**config.mk**
```make
export PLATFORM = sky130hd
export DESIGN_NAME = backlight_fader
export DESIGN_NICKNAME = d
export VERILOG_FILES = /design/src/rtl/backlight_pkg.sv /design/src/rtl/tick_prescaler.sv /design/src/rtl/backlight_fader.sv
export SDC_FILE = /design/constraint.sdc
export NUM_CORES = 1
export LEC_CHECK = 0
export CAP_MARGIN = 10
export CORE_ASPECT_RATIO = 0.9
export CORE_MARGIN = 2
export CORE_UTILIZATION = 40
export DETAILED_ROUTE_END_ITERATION = 7
export PLACE_DENSITY_LB_ADDON = 0.1
export SYNTH_ARGS = -nofsm -noshare
export SYNTH_HDL_FRONTEND = slang
export SYNTH_SLANG_ARGS = --single-unit
```
**constraint.sdc**
```tcl
create_clock -name CLK -period 3.4 [get_ports CLK]
set_input_delay 0.85 -clock CLK [delete_from_list [all_inputs] [get_ports CLK]]
set_output_delay 0.85 -clock CLK [all_outputs]
set_load 0.01 [all_outputs]
```
**src/rtl/backlight_pkg.sv**
```systemverilog
// Shared types and widths for the backlight fader and its PWM-facing neighbours.
package backlight_pkg;

  localparam int DUTY_W = 5;
  localparam logic [DUTY_W-1:0] DUTY_MAX = DUTY_W'((2 ** DUTY_W) - 1);

  typedef enum logic [1:0] {
    S_HOLD,
    S_RAMP,
    S_DIM_RAMP,
    S_DIMMED
  } fader_state_t;

endpackage

```
**src/rtl/tick_prescaler.sv**
```systemverilog
// Free-running divider producing a one-cycle tick every DIV clocks, for slow-rate UI timing.
module tick_prescaler #(
  parameter int DIV = 256
) (
  input  logic CLK,
  input  logic nRST,
  output logic tick
);

  localparam int CW = (DIV > 1) ? $clog2(DIV) : 1;
  localparam logic [CW-1:0] LAST = CW'(DIV - 1);

  logic [CW-1:0] count;

  assign tick = (count == LAST);

  always_ff @(posedge CLK or negedge nRST) begin
    if (!nRST) begin
      count <= '0;
    end else if (tick) begin
      count <= '0;
    end else begin
      count <= count + CW'(1);
    end
  end

endmodule

```
**src/rtl/backlight_fader.sv**
```systemverilog
// Brightness fader feeding the backlight PWM: accepts targets, ramps one LSB per tick,
// and dims itself after a period without user activity.
module backlight_fader
  import backlight_pkg::*;
#(
  parameter int STEP_DIV     = 256,
  parameter int IDLE_TIMEOUT = 4096,
  parameter int DIM_LEVEL    = 4,
  parameter int RESET_LEVEL  = 16
) (
  input  logic              CLK,
  input  logic              nRST,
  input  logic [DUTY_W-1:0] Target_Val,
  input  logic              Target_Valid,
  output logic              Target_Ready,
  input  logic              Activity,
  input  logic              Enable,
  output logic [DUTY_W-1:0] Duty_Val,
  output logic              Ramp_Busy,
  output logic              Dimmed
);

  localparam int TW = (IDLE_TIMEOUT > 0) ? $clog2(IDLE_TIMEOUT + 1) : 1;
  localparam logic [TW-1:0] TIMEOUT_LAST = TW'(IDLE_TIMEOUT - 1);
  localparam logic [TW-1:0] TIMEOUT_SAT  = TW'(IDLE_TIMEOUT);
  localparam logic [DUTY_W-1:0] DIM_DUTY   = DUTY_W'(DIM_LEVEL);
  localparam logic [DUTY_W-1:0] RESET_DUTY = DUTY_W'(RESET_LEVEL);
  localparam fader_state_t RESET_STATE = (RESET_LEVEL != 0) ? S_RAMP : S_HOLD;

  fader_state_t      state;
  logic [DUTY_W-1:0] duty;
  logic [DUTY_W-1:0] target_reg;
  logic [TW-1:0]     idle_cnt;
  logic              enable_q;
  logic              tick;
  logic              accept;
  logic [DUTY_W-1:0] goal;
  logic [DUTY_W-1:0] step_val;

  tick_prescaler #(.DIV(STEP_DIV)) u_prescaler (
    .CLK  (CLK),
    .nRST (nRST),
    .tick (tick)
  );

  assign Target_Ready = (state == S_HOLD) || (state == S_DIMMED);
  assign Ramp_Busy    = (state == S_RAMP) || (state == S_DIM_RAMP);
  assign Dimmed       = (state == S_DIM_RAMP) || (state == S_DIMMED);
  assign Duty_Val     = duty;
  assign accept       = Target_Valid && Target_Ready;

  // While dimming the ramp never climbs: a target below the dim level is kept as is.
  always_comb begin
    goal = target_reg;
    if ((state == S_DIM_RAMP) && (target_reg > DIM_DUTY)) begin
      goal = DIM_DUTY;
    end
    step_val = duty;
    if ((duty < goal) && (duty != DUTY_MAX)) begin
      step_val = duty + DUTY_W'(1);
    end else if ((duty > goal) && (duty != '0)) begin
      step_val = duty - DUTY_W'(1);
    end
  end

  always_ff @(posedge CLK or negedge nRST) begin
    if (!nRST) begin
      state      <= RESET_STATE;
      duty       <= '0;
      target_reg <= RESET_DUTY;
      idle_cnt   <= '0;
      enable_q   <= 1'b1;
    end else begin
      enable_q <= Enable;
      if (accept) begin
        target_reg <= Target_Val;
      end
      if (!Enable) begin
        state    <= S_HOLD;
        duty     <= '0;
        idle_cnt <= '0;
      end else if (!enable_q) begin
        // First enabled cycle: duty is 0, so fade in to whatever target is now current.
        idle_cnt <= '0;
        state    <= ((accept ? Target_Val : target_reg) != '0) ? S_RAMP : S_HOLD;
      end else begin
        case (state)
          S_HOLD: begin
            if (accept) begin
              idle_cnt <= '0;
              if (Target_Val != duty) begin
                state <= S_RAMP;
              end
            end else if (Activity) begin
              idle_cnt <= '0;
            end else if (tick && (idle_cnt != TIMEOUT_SAT)) begin
              if ((idle_cnt == TIMEOUT_LAST) && (duty > DIM_DUTY)) begin
                state    <= S_DIM_RAMP;
                idle_cnt <= '0;
              end else begin
                idle_cnt <= idle_cnt + TW'(1);
              end
            end
          end
          S_RAMP: begin
            if (duty == goal) begin
              state    <= S_HOLD;
              idle_cnt <= '0;
            end else if (tick) begin
              duty <= step_val;
              if (step_val == goal) begin
                state    <= S_HOLD;
                idle_cnt <= '0;
              end
            end
          end
          S_DIM_RAMP: begin
            if (Activity) begin
              state <= S_RAMP;
            end else if (duty == goal) begin
              state <= S_DIMMED;
            end else if (tick) begin
              duty <= step_val;
              if (step_val == goal) begin
                state <= S_DIMMED;
              end
            end
          end
          S_DIMMED: begin
            if (accept || Activity) begin
              state <= S_RAMP;
            end
          end
          default: state <= S_HOLD;
        endcase
      end
    end
  end

endmodule

```
* Yosys cells after proc, flatten, opt, wreduce, memory -nomap -nowiden
Index checks and enable logic that the tools add are counted.
** Word-level totals
- Register bits :: 34
- Input port bits :: 10
- Output and inout bits :: 8
- Logic and storage cells :: 92
** Operators by class
- Add/subtract/negate cells :: 4
- $lt $le $gt $ge :: 4
- Eq/ne operators :: 24
- Multiplexer cells :: 38
- Reductions and logical operators :: 16
** Operators by type and width (count)
- two-way mux 13 bit :: 9
- two-way mux 5 bit :: 9
- two-way mux 2 bit :: 15
- case mux 13 bit (2 select lines) :: 1
- != test 5 x 4 -> 1 bit, second input constant :: 4
- adder 13 x 1 -> 13 bit, second input constant :: 1
- equality test 13 x 12 -> 1 bit, second input constant :: 1
- != test 13 bit, second input constant :: 1
- != test 6 x 5 -> 1 bit, second input constant :: 2
- equality test 5 bit :: 2
- > comparator 5 x 3 -> 1 bit, second input constant :: 2
- != test 5 bit, second input constant :: 2
- case mux 5 bit (2 select lines) :: 1
- nonzero test 5 bit :: 2
- AND reduction 9 bit :: 1
- adder 8 x 1 -> 8 bit, second input constant :: 1
- equality test 8 bit, second input constant :: 1
- two-way mux 8 bit :: 1
- case mux 2 bit (4 select lines) :: 1
- logical AND 1 bit :: 6
- != test 6 x 4 -> 1 bit, second input constant :: 1
- adder 5 x 1 -> 5 bit, second input constant :: 1
- > comparator 5 bit :: 1
- < comparator 5 bit :: 1
- other kinds (15) :: 19

* Longest topological paths before layout
Gate-level depths: netlist of run 1.
- Depth in word-level cells :: 15
- Depth in mapped cells :: 15
- Gate-level depth less buffers :: 14

* Hierarchy
A second synthesis of run 1 with hierarchy kept.
** Second synthesis, totals
- Cell total of the unflattened synthesis :: 281
- Area total of the unflattened synthesis :: 2473.6 sq um
** By module, submodules not included
- backlight_fader :: times used 1, cells an instance 252, area each 2130.8 sq um
- tick_prescaler :: times used 1, cells an instance 29, area each 342.8 sq um

* Least setup slack after synthesis of run 1
OpenSTA, ideal clock, no wires.
- Path type :: reg2reg
- From :: register state[0]
- To :: register idle_cnt[3]
- Library setup time :: 0.147 ns
- Arrival :: 3.191 ns
- Path slack :: 0.062 ns
- Stages on the path, launching flop included :: 14
- Cells stage by stage :: dfstp_2 > inv_1 > ha_1 > and2b_1 > inv_1 > ha_1 > a21oi_1 > a211oi_2 > xnor2_1 > or2_1 > a311o_4 > o21ai_4 > buf_8 > a41oi_2
** On the way
- Cells in the longest elaborated chain, start to end :: 10
** RTL lines
- start: declaration :: RTL line backlight_fader.sv:30 : fader_state_t state;
- start signal: assignment :: RTL line backlight_fader.sv:85 : state <= ((accept ? Target_Val : target_reg) != '0) ? S_RAMP : S_HOLD;
- equality test 2 bit :: RTL line backlight_fader.sv:55 : if ((state == S_DIM_RAMP) && (target_reg > DIM_DUTY)) begin
- logical AND 1 bit :: RTL line backlight_fader.sv:55
- two-way mux 5 bit :: RTL line backlight_fader.sv:55
- > comparator 5 bit :: RTL line backlight_fader.sv:61 : end else if ((duty > goal) && (duty != '0)) begin
- logical AND 1 bit :: RTL line backlight_fader.sv:61
- two-way mux 5 bit :: RTL line backlight_fader.sv:61
- two-way mux 5 bit :: RTL line backlight_fader.sv:59 : if ((duty < goal) && (duty != DUTY_MAX)) begin
- equality test 5 bit :: RTL line backlight_fader.sv:111 : if (step_val == goal) begin
- != test 5 x 3 -> 1 bit (no line)
- AND reduction 4 bit (no line)
- end signal: assignment :: RTL line backlight_fader.sv:101 : idle_cnt <= idle_cnt + TW'(1);
- end: declaration :: RTL line backlight_fader.sv:33 : logic [TW-1:0] idle_cnt;
Several ways; a longest one is shown, not always the timed one.
A chain may end at the register's enable or synchronous reset.

* Final worst setup path of run 1
- From :: register state[0]
- To :: register idle_cnt[7]
Same word-level chain as after synthesis.

==> flow_summary.toml, run 1 <==
[die]
num_io_pins = 18
die_h_um = 82.83
core_area_mm2 = 0.006621
die-width_um = 91.58
initial_core_util = 0.4170
die_area_mm2 = 0.007585
num_rows = 28

[detailed_routing]
ant_nets = 0
wl_met3_um = 285
first_pass_iters = 4
met1Wirelength_um = 3735
drt_iter0_markers = 120
drc = 0
route.met2.wl_um = 3070
topRoutingLayerUsed = "met4"
routed_via_density = 5.608
routed_wl_um = 7155
routed-via-count = 2417
wire_per_inst_um = 16.60

[global_routing]
overflow = 0
grt_max_degree = 35
antenna_found_initial = 0
grt_pass1_vias = 2355
grt_pass1_wl_um = 12300
grt_usage = 0.2012

[clocking]
clock-root-buffer = "clkbuf_8"
cts_tree = "yes"
cts_htree_levels = 2
clockBufferDepth = 2
clkSinkCount = 34
path_clk_slew_ns = 0.07
ctsHoldBuffers = 0
worstSkewPairLatency_ns = 0.28
cts_buffers = 5

[finish]
utilization = 0.5119
fin_area_mm2 = 0.003390
drive_above_1_share = 0.2287
reg_top3 = "idle_cnt: 13 flops, u_prescaler.count: 8 flops"
diodes = 0
regMostFlops = "idle_cnt"
final_cells = 431
syn2layout_area_growth_pct = 22.75
largest_register_ffs = 13
fin_nets = 366
fill_cells = 632

[power]
vdd_ir_drop_max_mv = 0.3792
power.leakage_nw = 1.354
power_density_mw_per_mm2 = 552.1
p_total_mw = 1.871

[place]
place_ws_ns = -0.01951
hpwl_um = 5470
dp.cells = 418
portBuffers = 17
dpl-instance-area_mm2 = 0.003154
gp_congestion = 0.8920

[setup_path]
worstPathRequired_ns = 3.55
startpoint = "state[0]"
start_kind = "flop"
rrSetupSlack_ns = 0.12
crit_end = "idle_cnt[7]"
cp-end-kind = "flop"
r2r_end = "idle_cnt[7]"
cp.arrival_ns = 3.43
crit_type = "reg2reg"
reg2reg_depth = 16
crit_path_max_fanout = 6
rr_startpoint = "state[0]"

[timing]
fmax_ghz = 0.3048
skew_ns = 0.008002
hold_viol = 0
slew_headroom = 0.4765
fin_ws_ns = 0.1193
hold_ws_ns = 0.4843
min_period_ns = 3.281
worst_pin_slew_ns = 0.7853
post-route-period-util = 0.9649
slew_violations = 0
setup_viol = 0
finalSetupTns_ns = 0

[run]
max_cap_violations = 0

[logic_synthesis]
ys_seq_area_frac = 0.3095
avgSynthCellArea_um2 = 9.235
ys_seq_elements = 34
synth.distinct_cells = 65
synth_nets = 325
netlist_instances = 299
synth_edf_count = 0
netlist_area_mm2 = 0.002761
synthArstFlopShare = 1.000
ys_warn_count = 0
synth-main-ff-cell = "dfrtp_1"

[hold_path]
hold_class = "reg2reg"

[run_status]
status = "completed"
area by class of cell:
cell class	count	area (µm²)	area share
clock buffer	7	76.32	0.02252
inverter	15	56.30	0.01661
clock inverter	1	30.03	0.008859
tap	90	112.6	0.03322
multi-input combinational	240	1862	0.5493
timing repair buffer	44	397.9	0.1174
sequential	34	854.6	0.2521
metal layers:
layer / vias up / GRT usage
met2: 41 / 0.2801
met1: 1169 / 0.3241
met4: 0 / 0.04132
li1: 1203 / -
met5: - / 0
met3: 4 / 0.03176
report_power, final:
part | internal (mW) | total (mW) | switching [mW] | leakage [nW]
clock | 0.219 | 0.365 | 0.146 | 0.0524
combinational | 0.458 | 0.972 | 0.514 | 0.862
sequential | 0.460 | 0.535 | 0.0746 | 0.440
critical path, stage by stage, from the launching register on:
cell	delay [ns]
dfstp_2	0.54
inv_2	0.05
ha_4	0.17
o31ai_4	0.07
buf_4	0.18
nand2_4	0.06
inv_1	0.07
ha_1	0.23
nand4_1	0.10
buf_4	0.13
o21ai_2	0.07
or3_1	0.37
a22o_1	0.22
a311o_4	0.36
o21ai_4	0.23
clkbuf_16	0.19
a41oi_2	0.10
cells by family (layout without fill, tap and decap cells):
group	count (synthesis)	after routing	share of synthesized area
and+or+nand+nor	122	122	0.2510
buffers and inverters	25	67	0.04304
adders and majority gates	16	16	0.07250
DFF	34	34	0.3095
AOI/OAI and AO/OA	81	81	0.2460
xor gates and xnor gates	16	16	0.05755
muxes	5	5	0.02039
Yosys cell counts, types with 2 or more instances:
master | count | area, µm²
dfrtp_1 | 31 | 775.7
a21o_1 | 3 | 22.52
nand4_1 | 6 | 37.54
dfstp_2 | 3 | 78.83
nor4b_1 | 2 | 17.52
nor2_1 | 17 | 63.81
nor4_1 | 2 | 12.51
nor3_1 | 7 | 35.03
and2b_1 | 2 | 15.01
a31oi_1 | 2 | 12.51
a211oi_1 | 2 | 15.01
nand2b_1 | 10 | 62.56
clkbuf_1 | 3 | 11.26
mux2_2 | 5 | 56.30
a22oi_1 | 2 | 15.01
o211ai_1 | 4 | 30.03
ha_1 | 16 | 200.2
o21ai_0 | 13 | 65.06
buf_2 | 5 | 25.02
xor2_1 | 3 | 26.28
nand3_1 | 17 | 85.08
o31ai_2 | 2 | 25.02
and2_1 | 8 | 50.05
nor2b_1 | 5 | 31.28
a41oi_1 | 4 | 35.03
o311a_1 | 2 | 20.02
and3_1 | 9 | 56.30
and4_1 | 4 | 35.03
xnor2_1 | 12 | 105.1
or3_1 | 2 | 12.51
a211o_1 | 2 | 17.52
nand2_1 | 21 | 78.83
inv_1 | 15 | 56.30
a41oi_2 | 8 | 130.1
or2_2 | 2 | 12.51
a21oi_1 | 19 | 95.09
placed cells by master, fill, tap and decap left out, drive strengths merged, types with 8 or more instances in the layout:
| master | instances |
|---|---|
| dfrtp | 31 |
| a41oi | 12 |
| inv | 15 |
| xnor2 | 12 |
| and3 | 10 |
| o21ai | 16 |
| nand2b | 11 |
| nand2 | 21 |
| buf | 27 |
| a21oi | 19 |
| clkdlybuf4s50 | 16 |
| nand3 | 18 |
| nor2 | 17 |
| and2 | 8 |
| ha | 16 |
| clkbuf | 8 |
timing repair:
action	in CTS	in global routing
resized for setup	1	14
hold endpoints to repair	0	0
setup buffers	1	3
endpoints found under the setup margin	10	15
cloned	0	1
pin swaps	1	7
how the worst min path moves through the flow:
stage | endpoint | from | cells past startpoint
after floorplan | u_prescaler.count[0] | u_prescaler.count[0] | 1
after global placement | u_prescaler.count[0] | u_prescaler.count[0] | 1
after detailed placement | u_prescaler.count[0] | u_prescaler.count[0] | 1
after CTS | u_prescaler.count[0] | u_prescaler.count[0] | 1
after global routing | u_prescaler.count[0] | u_prescaler.count[0] | 1
final | u_prescaler.count[0] | u_prescaler.count[0] | 1
Note: power is estimated with default switching activity, not from simulation.
==> run 2: changes to the inputs <==
--- a/config.mk
+++ b/config.mk
@@ -14,3 +14,4 @@
 export SYNTH_ARGS = -nofsm -noshare
 export SYNTH_HDL_FRONTEND = slang
 export SYNTH_SLANG_ARGS = --single-unit
+export TNS_END_PERCENT = 30
==> results of run 2 <==
No change in the layout: final DEF, timing and power equal those of run 1.
